==> src/rtl/coh_req_arbiter.sv <==
// Arbitrates CPU and snoop coherence requests onto a single MESIF engine issue slot and
// routes the engine result (or a synthesized error) back to whichever side was granted.
module coh_req_arbiter #(
  parameter int unsigned TAG_BITS   = 12,
  parameter int unsigned INDEX_BITS = 14,
  parameter int unsigned OPR_BITS   = 4,
  parameter int unsigned STARVE_MAX = 4,
  parameter int unsigned TIMEOUT    = 16
) (
  input  logic                  clk,
  input  logic                  rst_n,

  input  logic                  cpu_valid,
  output logic                  cpu_ready,
  input  logic [OPR_BITS-1:0]   cpu_opr,
  input  logic [TAG_BITS-1:0]   cpu_tag,
  input  logic [INDEX_BITS-1:0] cpu_index,

  input  logic                  snp_valid,
  output logic                  snp_ready,
  input  logic [OPR_BITS-1:0]   snp_opr,
  input  logic [TAG_BITS-1:0]   snp_tag,
  input  logic [INDEX_BITS-1:0] snp_index,

  output logic                  eng_valid,
  output logic [OPR_BITS-1:0]   eng_opr,
  output logic [TAG_BITS-1:0]   eng_tag,
  output logic [INDEX_BITS-1:0] eng_index,
  input  logic                  eng_done,
  input  logic [2:0]            eng_bus,
  input  logic [1:0]            eng_snoop,

  output logic                  cpu_rsp_valid,
  output logic [2:0]            cpu_rsp_bus,
  output logic                  snp_rsp_valid,
  output logic [1:0]            snp_rsp_snoop,
  output logic                  rsp_err,
  output logic                  busy
);

  localparam int unsigned StarveW = (STARVE_MAX > 0) ? $clog2(STARVE_MAX + 1) : 1;
  localparam int unsigned WaitW   = (TIMEOUT > 1) ? $clog2(TIMEOUT) : 1;

  localparam logic [StarveW-1:0] StarveTop = StarveW'(STARVE_MAX);
  localparam logic [WaitW-1:0]   WaitLast  = WaitW'(TIMEOUT - 1);
  localparam logic [2:0]         BusNop    = 3'd5;
  localparam logic [1:0]         SnpNohit  = 2'd2;

  typedef enum logic [1:0] {StIdle, StIssue, StWait, StResp} state_e;

  state_e                  state_q;
  logic [StarveW-1:0]      starve_q;
  logic [WaitW-1:0]        wait_q;
  logic                    src_snp_q;
  logic [OPR_BITS-1:0]     opr_q;
  logic [TAG_BITS-1:0]     tag_q;
  logic [INDEX_BITS-1:0]   index_q;
  logic                    eng_valid_q;
  logic                    cpu_rsp_valid_q;
  logic                    snp_rsp_valid_q;
  logic                    rsp_err_q;
  logic [2:0]              rsp_bus_q;
  logic [1:0]              rsp_snoop_q;

  logic cpu_wins;
  logic grant_cpu;
  logic grant_snp;
  logic grant_any;
  logic grant_legal;

  function automatic logic cpu_opr_legal(input logic [OPR_BITS-1:0] opr);
    case (32'(opr))
      32'd0, 32'd1, 32'd2, 32'd8, 32'd9: cpu_opr_legal = 1'b1;
      default:                           cpu_opr_legal = 1'b0;
    endcase
  endfunction

  function automatic logic snp_opr_legal(input logic [OPR_BITS-1:0] opr);
    case (32'(opr))
      32'd3, 32'd4, 32'd5, 32'd6: snp_opr_legal = 1'b1;
      default:                    snp_opr_legal = 1'b0;
    endcase
  endfunction

  // Snoops win by default; a waiting CPU request overrides once it has been passed over
  // STARVE_MAX times in a row.
  always_comb begin
    cpu_wins  = cpu_valid && (starve_q == StarveTop);
    grant_snp = 1'b0;
    grant_cpu = 1'b0;
    if (state_q == StIdle) begin
      grant_snp = snp_valid && !cpu_wins;
      grant_cpu = cpu_valid && !grant_snp;
    end
    grant_any   = grant_cpu | grant_snp;
    grant_legal = grant_snp ? snp_opr_legal(snp_opr) : cpu_opr_legal(cpu_opr);
  end

  always_ff @(posedge clk) begin
    if (!rst_n) begin
      state_q         <= StIdle;
      starve_q        <= '0;
      wait_q          <= '0;
      src_snp_q       <= 1'b0;
      opr_q           <= '0;
      tag_q           <= '0;
      index_q         <= '0;
      eng_valid_q     <= 1'b0;
      cpu_rsp_valid_q <= 1'b0;
      snp_rsp_valid_q <= 1'b0;
      rsp_err_q       <= 1'b0;
      rsp_bus_q       <= '0;
      rsp_snoop_q     <= '0;
    end else begin
      eng_valid_q     <= 1'b0;
      cpu_rsp_valid_q <= 1'b0;
      snp_rsp_valid_q <= 1'b0;
      unique case (state_q)
        StIdle: begin
          if (grant_any) begin
            src_snp_q <= grant_snp;
            opr_q     <= grant_snp ? snp_opr   : cpu_opr;
            tag_q     <= grant_snp ? snp_tag   : cpu_tag;
            index_q   <= grant_snp ? snp_index : cpu_index;
            if (grant_cpu) begin
              starve_q <= '0;
            end else if (cpu_valid && (starve_q != StarveTop)) begin
              starve_q <= starve_q + 1'b1;
            end
            if (grant_legal) begin
              state_q     <= StIssue;
              eng_valid_q <= 1'b1;
            end else begin
              // Illegal opcode: answer immediately without touching the engine.
              state_q         <= StResp;
              rsp_err_q       <= 1'b1;
              rsp_bus_q       <= BusNop;
              rsp_snoop_q     <= SnpNohit;
              cpu_rsp_valid_q <= grant_cpu;
              snp_rsp_valid_q <= grant_snp;
            end
          end
        end
        StIssue: begin
          state_q <= StWait;
          wait_q  <= '0;
        end
        StWait: begin
          if (eng_done) begin
            state_q         <= StResp;
            rsp_err_q       <= 1'b0;
            rsp_bus_q       <= eng_bus;
            rsp_snoop_q     <= eng_snoop;
            cpu_rsp_valid_q <= !src_snp_q;
            snp_rsp_valid_q <= src_snp_q;
          end else if (wait_q == WaitLast) begin
            state_q         <= StResp;
            rsp_err_q       <= 1'b1;
            rsp_bus_q       <= BusNop;
            rsp_snoop_q     <= SnpNohit;
            cpu_rsp_valid_q <= !src_snp_q;
            snp_rsp_valid_q <= src_snp_q;
          end else begin
            wait_q <= wait_q + 1'b1;
          end
        end
        StResp: begin
          state_q <= StIdle;
        end
        default: begin
          state_q <= StIdle;
        end
      endcase
    end
  end

  // Every output is forced low while reset is asserted, independent of register state.
  assign cpu_ready     = rst_n & grant_cpu;
  assign snp_ready     = rst_n & grant_snp;
  assign eng_valid     = rst_n & eng_valid_q;
  assign eng_opr       = rst_n ? opr_q   : '0;
  assign eng_tag       = rst_n ? tag_q   : '0;
  assign eng_index     = rst_n ? index_q : '0;
  assign cpu_rsp_valid = rst_n & cpu_rsp_valid_q;
  assign snp_rsp_valid = rst_n & snp_rsp_valid_q;
  assign cpu_rsp_bus   = rst_n ? rsp_bus_q   : '0;
  assign snp_rsp_snoop = rst_n ? rsp_snoop_q : '0;
  assign rsp_err       = rst_n & rsp_err_q;
  assign busy          = rst_n && (state_q != StIdle);

endmodule

==> config.mk <==
export PLATFORM = sky130hd
export DESIGN_NAME = coh_req_arbiter
export DESIGN_NICKNAME = d
export VERILOG_FILES = /design/src/rtl/coh_req_arbiter.sv
export SDC_FILE = /design/constraint.sdc
export NUM_CORES = 1
export LEC_CHECK = 0
export BUFFER_PORTS_ARGS = -buffer_cell sky130_fd_sc_hd__buf_2
export CAP_MARGIN = 20
export CORE_MARGIN = 3
export CORE_UTILIZATION = 47
export DETAILED_ROUTE_END_ITERATION = 10
export GPL_TIMING_DRIVEN = 0
export PLACE_DENSITY_LB_ADDON = 0.25
export RECOVER_POWER = 100
export SETUP_SLACK_MARGIN = 0.4
export SYNTH_ARGS = -nofsm -noshare
export SYNTH_HDL_FRONTEND = slang
export SYNTH_SLANG_ARGS = --single-unit
==> constraint.sdc <==
create_clock -name clk -period 1.96 [get_ports clk]
set_input_delay 0.588 -clock clk [delete_from_list [all_inputs] [get_ports clk]]
set_output_delay 0.588 -clock clk [all_outputs]
set_load 0.02 [all_outputs]
## After elaboration in Yosys (flattened, before gate mapping)

Cells that the tools add are included.

| operators by class | value |
|---|---|
| add/sub/neg operators | 2 |
| eq/ne operators | 19 |
| muxes and demuxes | 49 |
| bitwise logic cells | 7 |
| reductions and logical operators | 22 |

Operators with widths:

| operator | count |
|---|---|
| 2-to-1 mux 14 bit | 2 |
| 2-to-1 mux 12 bit | 2 |
| 2-to-1 mux 3 bit | 7 |
| 2-to-1 mux 1 bit | 18 |
| 2-to-1 mux 2 bit | 9 |
| 2-to-1 mux 4 bit | 4 |
| == test 4 x 3 -> 1 bit (second input constant) | 3 |
| == test 4 bit (second input constant) | 3 |
| AND reduction 3 bit | 3 |
| == test 4 x 2 -> 1 bit (second input constant) | 2 |
| inequality test 2 bit (second input constant) | 4 |
| one-hot mux 2 bit (4 select lines) | 1 |
| one-hot mux 4 bit (2 select lines) | 1 |
| nonzero test 2 bit | 4 |
| AND 1 bit | 6 |
| inequality test 3 bit (second input constant) | 2 |
| one-hot mux 1 bit (2 select lines) | 3 |
| one-hot mux 3 bit (2 select lines) | 1 |
| logical AND 1 bit | 5 |
| OR reduction 5 bit | 1 |
| adder 4 x 1 -> 4 bit (second input constant) | 1 |
| == test 2 bit (second input constant) | 2 |
| == test 4 x 1 -> 1 bit (second input constant) | 1 |
| zero test 4 bit | 1 |
| 10 further kinds | 13 |

| storage, ports and cells | value |
|---|---|
| register bits | 49 |
| input port bits | 70 |
| output and inout bits | 42 |
| word-level logic and storage cells | 112 |

## Longest topological paths before layout

Gate-level depths: netlist (run 1).

| logic depth | value |
|---|---|
| word-level depth | 10 |
| gate-level depth with buffers | 9 |
| mapped depth without buffers | 7 |

## Worst setup path before layout (run 1)

OpenSTA, ideal clock, no wires.

| timing | value |
|---|---|
| path type | in2out |
| start point | in rst_n |
| end point | out busy |
| data arrival time | 1.359 ns |
| required time | 1.372 ns |
| setup slack | 0.013 ns |
| cell stages on the path | 3 |
| buffers on the path | 2 |
| path through | clkbuf_1 -> clkbuf_1 -> nor2b_1 |

| on the way | value |
|---|---|
| cells in the longest elaborated chain, start to end | 1 |

Ends and longest elaborated chain:

| item | line | RTL |
|---|---|---|
| start: declaration | 11 | `input logic rst_n,` |
| logical AND 1 bit | 189 | `assign busy = rst_n && (state_q != StIdle);` |
| end: declaration | 38 | `output logic busy` |

No other way between the ends.

## Worst setup path in the final report (run 1)

| timing | value |
|---|---|
| start point | reg starve_q[0] |
| end point | reg index_q[11] |

| on the way | value |
|---|---|
| cells in the longest elaborated chain, start to end | 9 |
| elaborated cells between the ends (all ways) | 11 |
| those cells by class | eq/ne (1); mux (3); bitwise (1); reduce/logical (6) |

Ends and longest elaborated chain:

| item | line | RTL |
|---|---|---|
| start: declaration | 52 | `logic [StarveW-1:0] starve_q;` |
| start signal: assignment | 128 | `starve_q <= starve_q + 1'b1;` |
| == test 3 bit * | 88 | `cpu_wins = cpu_valid && (starve_q == StarveTop);` |
| logical AND 1 bit * | 88 |  |
| zero test 1 bit * | 92 | `grant_snp = snp_valid && !cpu_wins;` |
| logical AND 1 bit * | 92 |  |
| zero test 1 bit | 93 | `grant_cpu = cpu_valid && !grant_snp;` |
| logical AND 1 bit | 93 |  |
| 2-to-1 mux 1 bit | 91 | `if (state_q == StIdle) begin` |
| bitwise OR 1 bit | 95 | `grant_any = grant_cpu \| grant_snp;` |
| AND reduction 2 bit (no line) | - |  |
| end signal: assignment | 124 | `index_q <= grant_snp ? snp_index : cpu_index;` |
| end: declaration | 57 | `logic [INDEX_BITS-1:0] index_q;` |

Every way passes the cells marked *; elsewhere a longest branch is shown, timed or not.
A chain may end at the register's enable or synchronous reset.

==> results of run 1 <==
-- layer usage --
| layer | routed length (um) | vias up |
|---|---|---|
| met5 | 0 | - |
| met4 | 1460 | 0 |
| met3 | 1590 | 133 |
| met2 | 6850 | 371 |
| met1 | 4980 | 1677 |
| li1 | - | 1377 |
-- state kept, by name, summed over array words and instances (netlist names) --
register / cells
rsp_snoop_q: 2
rsp_err_q: 1
src_snp_q: 1
snp_rsp_valid_q: 1
rsp_bus_q: 3
starve_q: 3
opr_q: 4
index_q: 14
eng_valid_q: 1
wait_q: 4
state_q: 2
cpu_rsp_valid_q: 1
tag_q: 12
-- cell usage after synthesis (4+ instances only) --
| cell | n | area [um^2] |
|---|---|---|
| nand2_1 | 55 | 206 |
| and2_1 | 38 | 238 |
| o21ai_0 | 7 | 35.0 |
| clkbuf_1 | 14 | 52.6 |
| inv_1 | 11 | 41.3 |
| nand4_1 | 4 | 25.0 |
| nor2_1 | 10 | 37.5 |
| mux2i_1 | 28 | 280 |
| o211a_1 | 22 | 220 |
| ha_1 | 6 | 75.1 |
| dfxtp_1 | 49 | 981 |
| a22oi_1 | 8 | 60.1 |
| a21oi_1 | 9 | 45.0 |
-- metrics by stage --
step	std cells	area [um^2]	worst slack, ps
after floorplan	294	2780	151
after global placement	474	3420	-230
after detailed placement	474	3420	-231
after CTS	532	4600	-188
after global routing	550	4850	-278
final	550	4850	-257
-- cell families after synthesis --
family | after synthesis | synth area share
multiplexers | 29 | 0.119
adder cells (fa/ha/maj) | 6 | 0.0294
AND/OR/NAND/NOR | 122 | 0.236
XOR/XNOR | 2 | 0.00687
AO/OA/AOI/OAI | 55 | 0.171
flip-flops | 49 | 0.385
buffers and inverters | 31 | 0.0539
-- critical path: cells and delay by family, from the launching register on --
kind | cells | cell delay [ps]
buf+inv | 7 | 830
simple gates | 3 | 350
flops | 1 | 340
mux | 1 | 300
compound gates | 1 | 150
fa+ha+maj | 1 | 140
-- report_power, final --
group / leakage [nW] / internal (mW) / switching, mW
logic: 1.98 / 1.83 / 1.79
clock network: 0.0574 / 0.416 / 0.379
registers: 0.405 / 1.29 / 0.225
total: 2.44 / 3.54 / 2.39
-- path summary, 6_finish.rpt --
path	to	depth (start not counted)	slack (ps)
worst max-delay path	index_q[11]$_SDFFE_PN0P_	13	-260
worst min-delay path	tag_q[10]$_SDFFE_PN0P_	3	480
worst max register to register	index_q[11]$_SDFFE_PN0P_	13	-260
worst min register to register	rsp_snoop_q[1]$_SDFFE_PN0P_	2	520
-- placed cells by master (no fill, tap or decap), drive strengths merged, types with 8 or more instances in the layout --
| master | n |
|---|---|
| nand2 | 55 |
| clkbuf | 25 |
| o211a | 22 |
| nor2 | 11 |
| inv | 11 |
| mux2i | 29 |
| and2 | 38 |
| dfxtp | 49 |
| a22oi | 8 |
| o21ai | 9 |
| a21oi | 9 |
| buf | 178 |
-- area by class of cell --
class                           count  area (um^2)  share of cell area
Multi-Input combinational cell    214         1870               0.386
Timing Repair Buffer              177         1450               0.299
Sequential cell                    49          986               0.203
Buffer                             20          287              0.0591
Tap cell                           70         87.6              0.0181
Clock buffer                        6         82.6              0.0170
Inverter                           11         43.8             0.00903
Clock inverter                      2         37.5             0.00774
Antenna cell                        1         2.50            0.000516
-- timing repair --
action,CTS,global route
setup endpoints to repair,83,88
cloned,7,0
setup buffers,43,17
gates resized for setup,163,52
pin swaps,47,25
==> summary.txt, run 1 <==
Timing
  – Worst Clk Skew: between 10 and 15 ps
  – Tmin final: ~2200 ps
  – Final Cycle Share: 1.13
  – Unrepaired setup endpoints after global routing: true
  – Fin. max-slew vios: 0
  – Setup TNS: -5540 ps
  – Count of final setup violators: 68
  – Slew margin rel.: 0.547
  – Hold Slack: a little under 500 ps
  – Least-Margin Pin Slew: 680 ps
  – Hold Violations, Final: 0
  – Setup ws final: -257 ps
  – Peak Freq: roughly 450 MHz

Floorplan
  – Core area: roughly 5200 um^2
  – Site row count: 26
  – Die height: roughly 80 um
  – Die area: approximately 6300 um^2
  – Ports: between 100 and 150
  – Starting density of the core: 0.493
  – Horiz. Die Dim: 79.7 um

GRT
  – Vias in the first global route: about 3300
  – Global-route wire length before repair: 17500 um
  – Largest net degree at the start of global routing: 16
  – Met2 GRT Util: 0.649
  – Initial antenna violation count: 1
  – GRT met1 Usage: 0.410
  – Gr usage total: 0.364
  – Total grt overflow: 0
  – Most Used Layer, Global Route: met2
  – M3 GR Usage: 0.0790

Placed design
  – PortBufs: 110
  – GP Congestion: about 0.80
  – Dpl hpwl: approximately 5000 um

Clock tree
  – Clk sinks: 49
  – # H-tree levels: 2
  – Cts bufs inserted: 5
  – Clock Path Buffers: 2
  – Cts hold-fix bufs: 0
  – CTS tree: built
  – Register clock-pin slew on the reported worst setup and hold paths: about 90 ps
  – Later-pin clock latency in the skew report: 320 ps
  – Root Buffer: clkbuf_8

Finish
  – Final nets: roughly 550
  – Share of post-route cells with drive strength above 1: 0.624
  – Fillers: between 100 and 150
  – Final Util: 0.938
  – Area Overhead vs Synth: 90.2%

Logic synthesis
  – Part of the Yosys area used for sequential elements: 0.385
  – Syn Nets: between 300 and 400
  – Syn Area/Cell: between 8 and 9 um^2
  – #FFs+latches synth: 49
  – Number of synthesized flops with an enable pin: 0
  – Mapped Cells: 294
  – Async S/R FF share, synth: 0
  – Ys Warns: 0
  – Synth Flop Type: dfxtp_1
  – Post-synthesis cell area: about 2600 um^2
  – Unique masters post-synth: 34

Detailed routing
  – Vias: ~3600
  – Post-DRT Antenna Nets: 0
  – Final WL: about 15000 um
  – TritonRoute pass-1 iters: 5
  – Initial DRC Count: 439
  – Routed WL per cell: 27.1 um
  – Via density: about 6.5
  – Drt drc: 0

Power and ir drop
  – Peak supply drop: between 800 and 900 uV
  – Power Total: 5.93 mW
  – Power Dens Cells: around 1200 nW/um^2
  – Leakage: between 2 and 2.5 nW

Setup path
  – Slowest CP cell: dfxtp_2
  – Largest stage delay, worst path: about 340 ps
  – CP Class: flip-flop to flip-flop
  – R2R Path Start: starve_q[0]$_SDFFE_PN0P_
  – CP arrival: between 2000 and 2500 ps
  – Worst setup path start: starve_q[0]$_SDFFE_PN0P_
  – Worst EP required: ~2200 ps
  – Worst-path cell chain: inv_2, ha_4, nand3_4, and3_4, buf_8, buf_4, buf_6, buf_12, buf_8, buf_16, mux2i_1, nand2_1, o211a_1
  – Worst-path maximum fanout: 6
  – Setup crit start kind: flip-flop
  – Most frequent CP cell: buf_8
  – Crit. End Element: flip-flop

Outcome
  – Violated checks: setup timing
  – Status: finished, violations left

Min path
  – Hold Crit Class: primary input to flip-flop
  – Worst Hold Launch: snp_tag[10]

Job
  – MaxCap Viol Count: 0
Note: power is estimated with default switching activity, not from simulation.
==> run 2, diff against run 1 <==
Settings changed: SETUP_SLACK_MARGIN 0.4 to unset.
==> summary.txt, run 2 (same netlist as run 1, synthesis figures left out) <==
Outcome
  – Status: finished, violations left
  – Violated checks: setup timing

Setup path
  – End point of the critical path: cpu_ready
  – Reg2reg end: rsp_snoop_q[1]$_SDFFE_PN0P_
  – Crit. End Element: output port
  – Reg2Reg Setup Slack: 50 ps (+310 ps)
  – CP arrival: 1450 ps (-980 ps)
  – Worst-path cell chain: inv_2, ha_4, buf_6, nand2_8, a21oi_4, and2_4, buf_6
  – Worst EP required: 1370 ps (-800 ps)
  – Slowest CP cell: dfxtp_2
  – Worst setup path start: state_q[0]$_SDFFE_PN0P_
  – Most frequent CP cell: buf_6
  – Setup crit start kind: flip-flop
  – Largest stage delay, worst path: 340 ps (about the same)
  – Worst reg2reg path depth: 8 (-5)
  – Worst-path maximum fanout: 5 (-1)
  – R2R Path Start: state_q[0]$_SDFFE_PN0P_
  – CP Class: flip-flop to output port

Clock tree
  – CTS tree: built
  – Later-pin clock latency in the skew report: 300 ps (-20 ps)
  – Root Buffer: clkbuf_8
  – Cts bufs inserted: 5 (unchanged)
  – Clock Path Buffers: 2 (unchanged)
  – # H-tree levels: 2 (unchanged)
  – Clk sinks: 49 (unchanged)
  – Register clock-pin slew on the reported worst setup and hold paths: 80 ps (about the same)
  – Cts hold-fix bufs: 0 (unchanged)

Timing
  – Fin. max-slew vios: 0 (unchanged)
  – Slew margin rel.: 0.469 (-0.0774)
  – Setup ws final: -76.5 ps (+181 ps)
  – Hold Slack: 480 ps (-3.04 ps)
  – Peak Freq: 491 MHz (+8.9%)
  – Worst Clk Skew: 9.92 ps (-1.36 ps)
  – Least-Margin Pin Slew: 791 ps (+111 ps)
  – Hold Violations, Final: 0 (unchanged)
  – Final Cycle Share: 1.04 (-0.0922)
  – Unrepaired setup endpoints after global routing: true
  – Tmin final: 2040 ps (-181 ps)
  – Count of final setup violators: 2 (-97%)

Detailed routing
  – Vias: 2531 (-29%)
  – TritonRoute pass-1 iters: 4 (-1)
  – Post-DRT Antenna Nets: 0 (unchanged)
  – Drt drc: 0 (unchanged)
  – Final WL: 6850 um (-54%)
  – Routed WL per cell: 13.8 um (-49%)
  – Initial DRC Count: 107 (-76%)
  – Via density: 5.11 (-21%)

Power and ir drop
  – Leakage: 1.94 nW (-20%)
  – Power Dens Cells: 1140 nW/um^2 (-7.0%)
  – Peak supply drop: 644 uV (-23%)
  – Sw Share: 0.391 (-0.0129)
  – Internal Pwr Total: 2.43 mW (-31%)
  – Sequential power share: 0.353 (+0.097)
  – Power Total: 3.99 mW (-33%)
  – Clock power share: 0.146 (+0.012)
  – Sw Pwr: 1.56 mW (-35%)
  – Proportion of power drawn by combinational gates: 0.501 (-0.110)

Finish
  – ANT cells: 0 (-1)
  – Biggest regs: index_q x14, tag_q x12
  – Largest Register: index_q
  – Commonest non-fill, non-tap cell in the layout: buf_2
  – Fillers: 436 (+210%)
  – Final Cell Area: 3500 um^2 (-28%)
  – Max reg flops: 14 (unchanged)
  – Final nets: 500 (-9.7%)
  – Most frequent cells in the layout: 110 x buf_2, 53 x nand2_1, 45 x dfxtp_1
  – Share of post-route cells with drive strength above 1: 0.398 (-0.227)
  – Area Overhead vs Synth: 37.4%
  – Final Util: 0.678 (-0.261)

Placed design
  – PortBufs: 110 (unchanged)
  – GP Congestion: 0.808 (+0.47%)
  – Dpl hpwl: 4840 um (-0.96%)
  – Placement Cell Area: 3190 um^2 (-6.7%)

Floorplan
  – Core area: 5170 um^2 (unchanged)
  – Ports: 112 (unchanged)
  – Die area: 6350 um^2 (unchanged)
  – Starting density of the core: 0.493 (unchanged)
  – Horiz. Die Dim: 79.7 um (unchanged)
  – Die height: 79.7 um (unchanged)
  – Site row count: 26 (unchanged)

GRT
  – Vias in the first global route: 2536 (-24%)
  – Initial antenna violation count: 0 (-1)
  – Largest net degree at the start of global routing: 15 (-1)
  – Gr usage total: 0.225 (-0.139)
  – Total grt overflow: 0 (unchanged)
  – Global-route wire length before repair: 11400 um (-34%)

Min path
  – Hold Crit Class: flip-flop to flip-flop

Job
  – MaxCap Viol Count: 0 (unchanged)
run 2: cell types whose count changed in the layout (fill, tap and decap cells not counted), sizes merged:
cell / before / now
bufinv: 1 / 0
buf: 178 / 133
diode: 1 / 0
clkinv: 0 / 2
clkinvlp: 1 / 0
clkbuf: 25 / 16
run 2: power groups by stage:
stage                     clock, mW  sequential (mW)  combinational (mW)
after floorplan                   0             1.39                1.26
after detailed placement          0             1.42                1.70
after global placement            0             1.41                1.66
final                         0.581             1.41                2.00
after global routing          0.635             1.44                2.21
after CTS                     0.597             1.40                1.90
run 2: routing by layer:
metal,wire length [um],share of wire,up-vias,GRT usage
met3,382,0.056,8,0.0530
met4,76,0.011,0,0.0670
met5,0,0,-,0
met2,3360,0.49,81,0.386
li1,-,-,1257,-
met1,3030,0.44,1185,0.279
run 2: how the worst min path moves through the flow:
stage	start	end	cells past startpoint	slack [ps]
3_3_place_gp	rsp_bus_q[0]$_SDFFE_PN0P_	rsp_bus_q[0]$_SDFFE_PN0P_	2	460
6_report	rsp_snoop_q[0]$_SDFFE_PN0P_	rsp_snoop_q[0]$_SDFFE_PN0P_	2	480
3_5_place_dp	rsp_bus_q[2]$_SDFFE_PN0P_	rsp_bus_q[2]$_SDFFE_PN0P_	2	470
4_1_cts	rsp_bus_q[2]$_SDFFE_PN0P_	rsp_bus_q[2]$_SDFFE_PN0P_	2	480
2_1_floorplan	rsp_err_q$_SDFFE_PN0P_	rsp_err_q$_SDFFE_PN0P_	2	450
5_1_grt	snp_tag[8]	tag_q[8]$_SDFFE_PN0P_	3	510
run 2: what timing repair did:
item / CTS / global route
cloned: 0 / 0
pin swaps: 3 / 4
hold endpoints to repair: 0 / 0
setup buffers: 11 / 5
endpoints found under the setup margin: 43 / 49
gates resized for setup: 43 / 11
run 2: stage by stage:
step / cells / setup TNS (ps) / setup slack (ps)
global placement: 474 / -7950 / -324
finish: 495 / -149 / -76.5
CTS: 493 / -365 / -188
floorplan: 294 / 0 / 13.3
global route: 495 / -882 / -145
detailed placement: 474 / -7270 / -317
run 2: area by class of cell:
| type | instances | area [um^2] | share of cell area |
|---|---|---|---|
| Tap cell | 70 | 87.6 | 0.0250 |
| Timing Repair Buffer | 126 | 693 | 0.198 |
| Buffer | 17 | 93.8 | 0.0268 |
| Clock buffer | 6 | 72.6 | 0.0207 |
| Clock inverter | 2 | 10.0 | 0.00286 |
| Inverter | 11 | 41.3 | 0.0118 |
| Sequential cell | 49 | 986 | 0.281 |
| Multi-Input combinational cell | 214 | 1520 | 0.434 |
run 2: worst max-delay path: cells and delay by family (launching register included):
| family | cells | cell delay, ps |
|---|---|---|
| simple gates | 2 | 230 |
| fa+ha+maj | 1 | 150 |
| flops | 1 | 340 |
| buf+inv | 3 | 300 |
| compound gates | 1 | 130 |
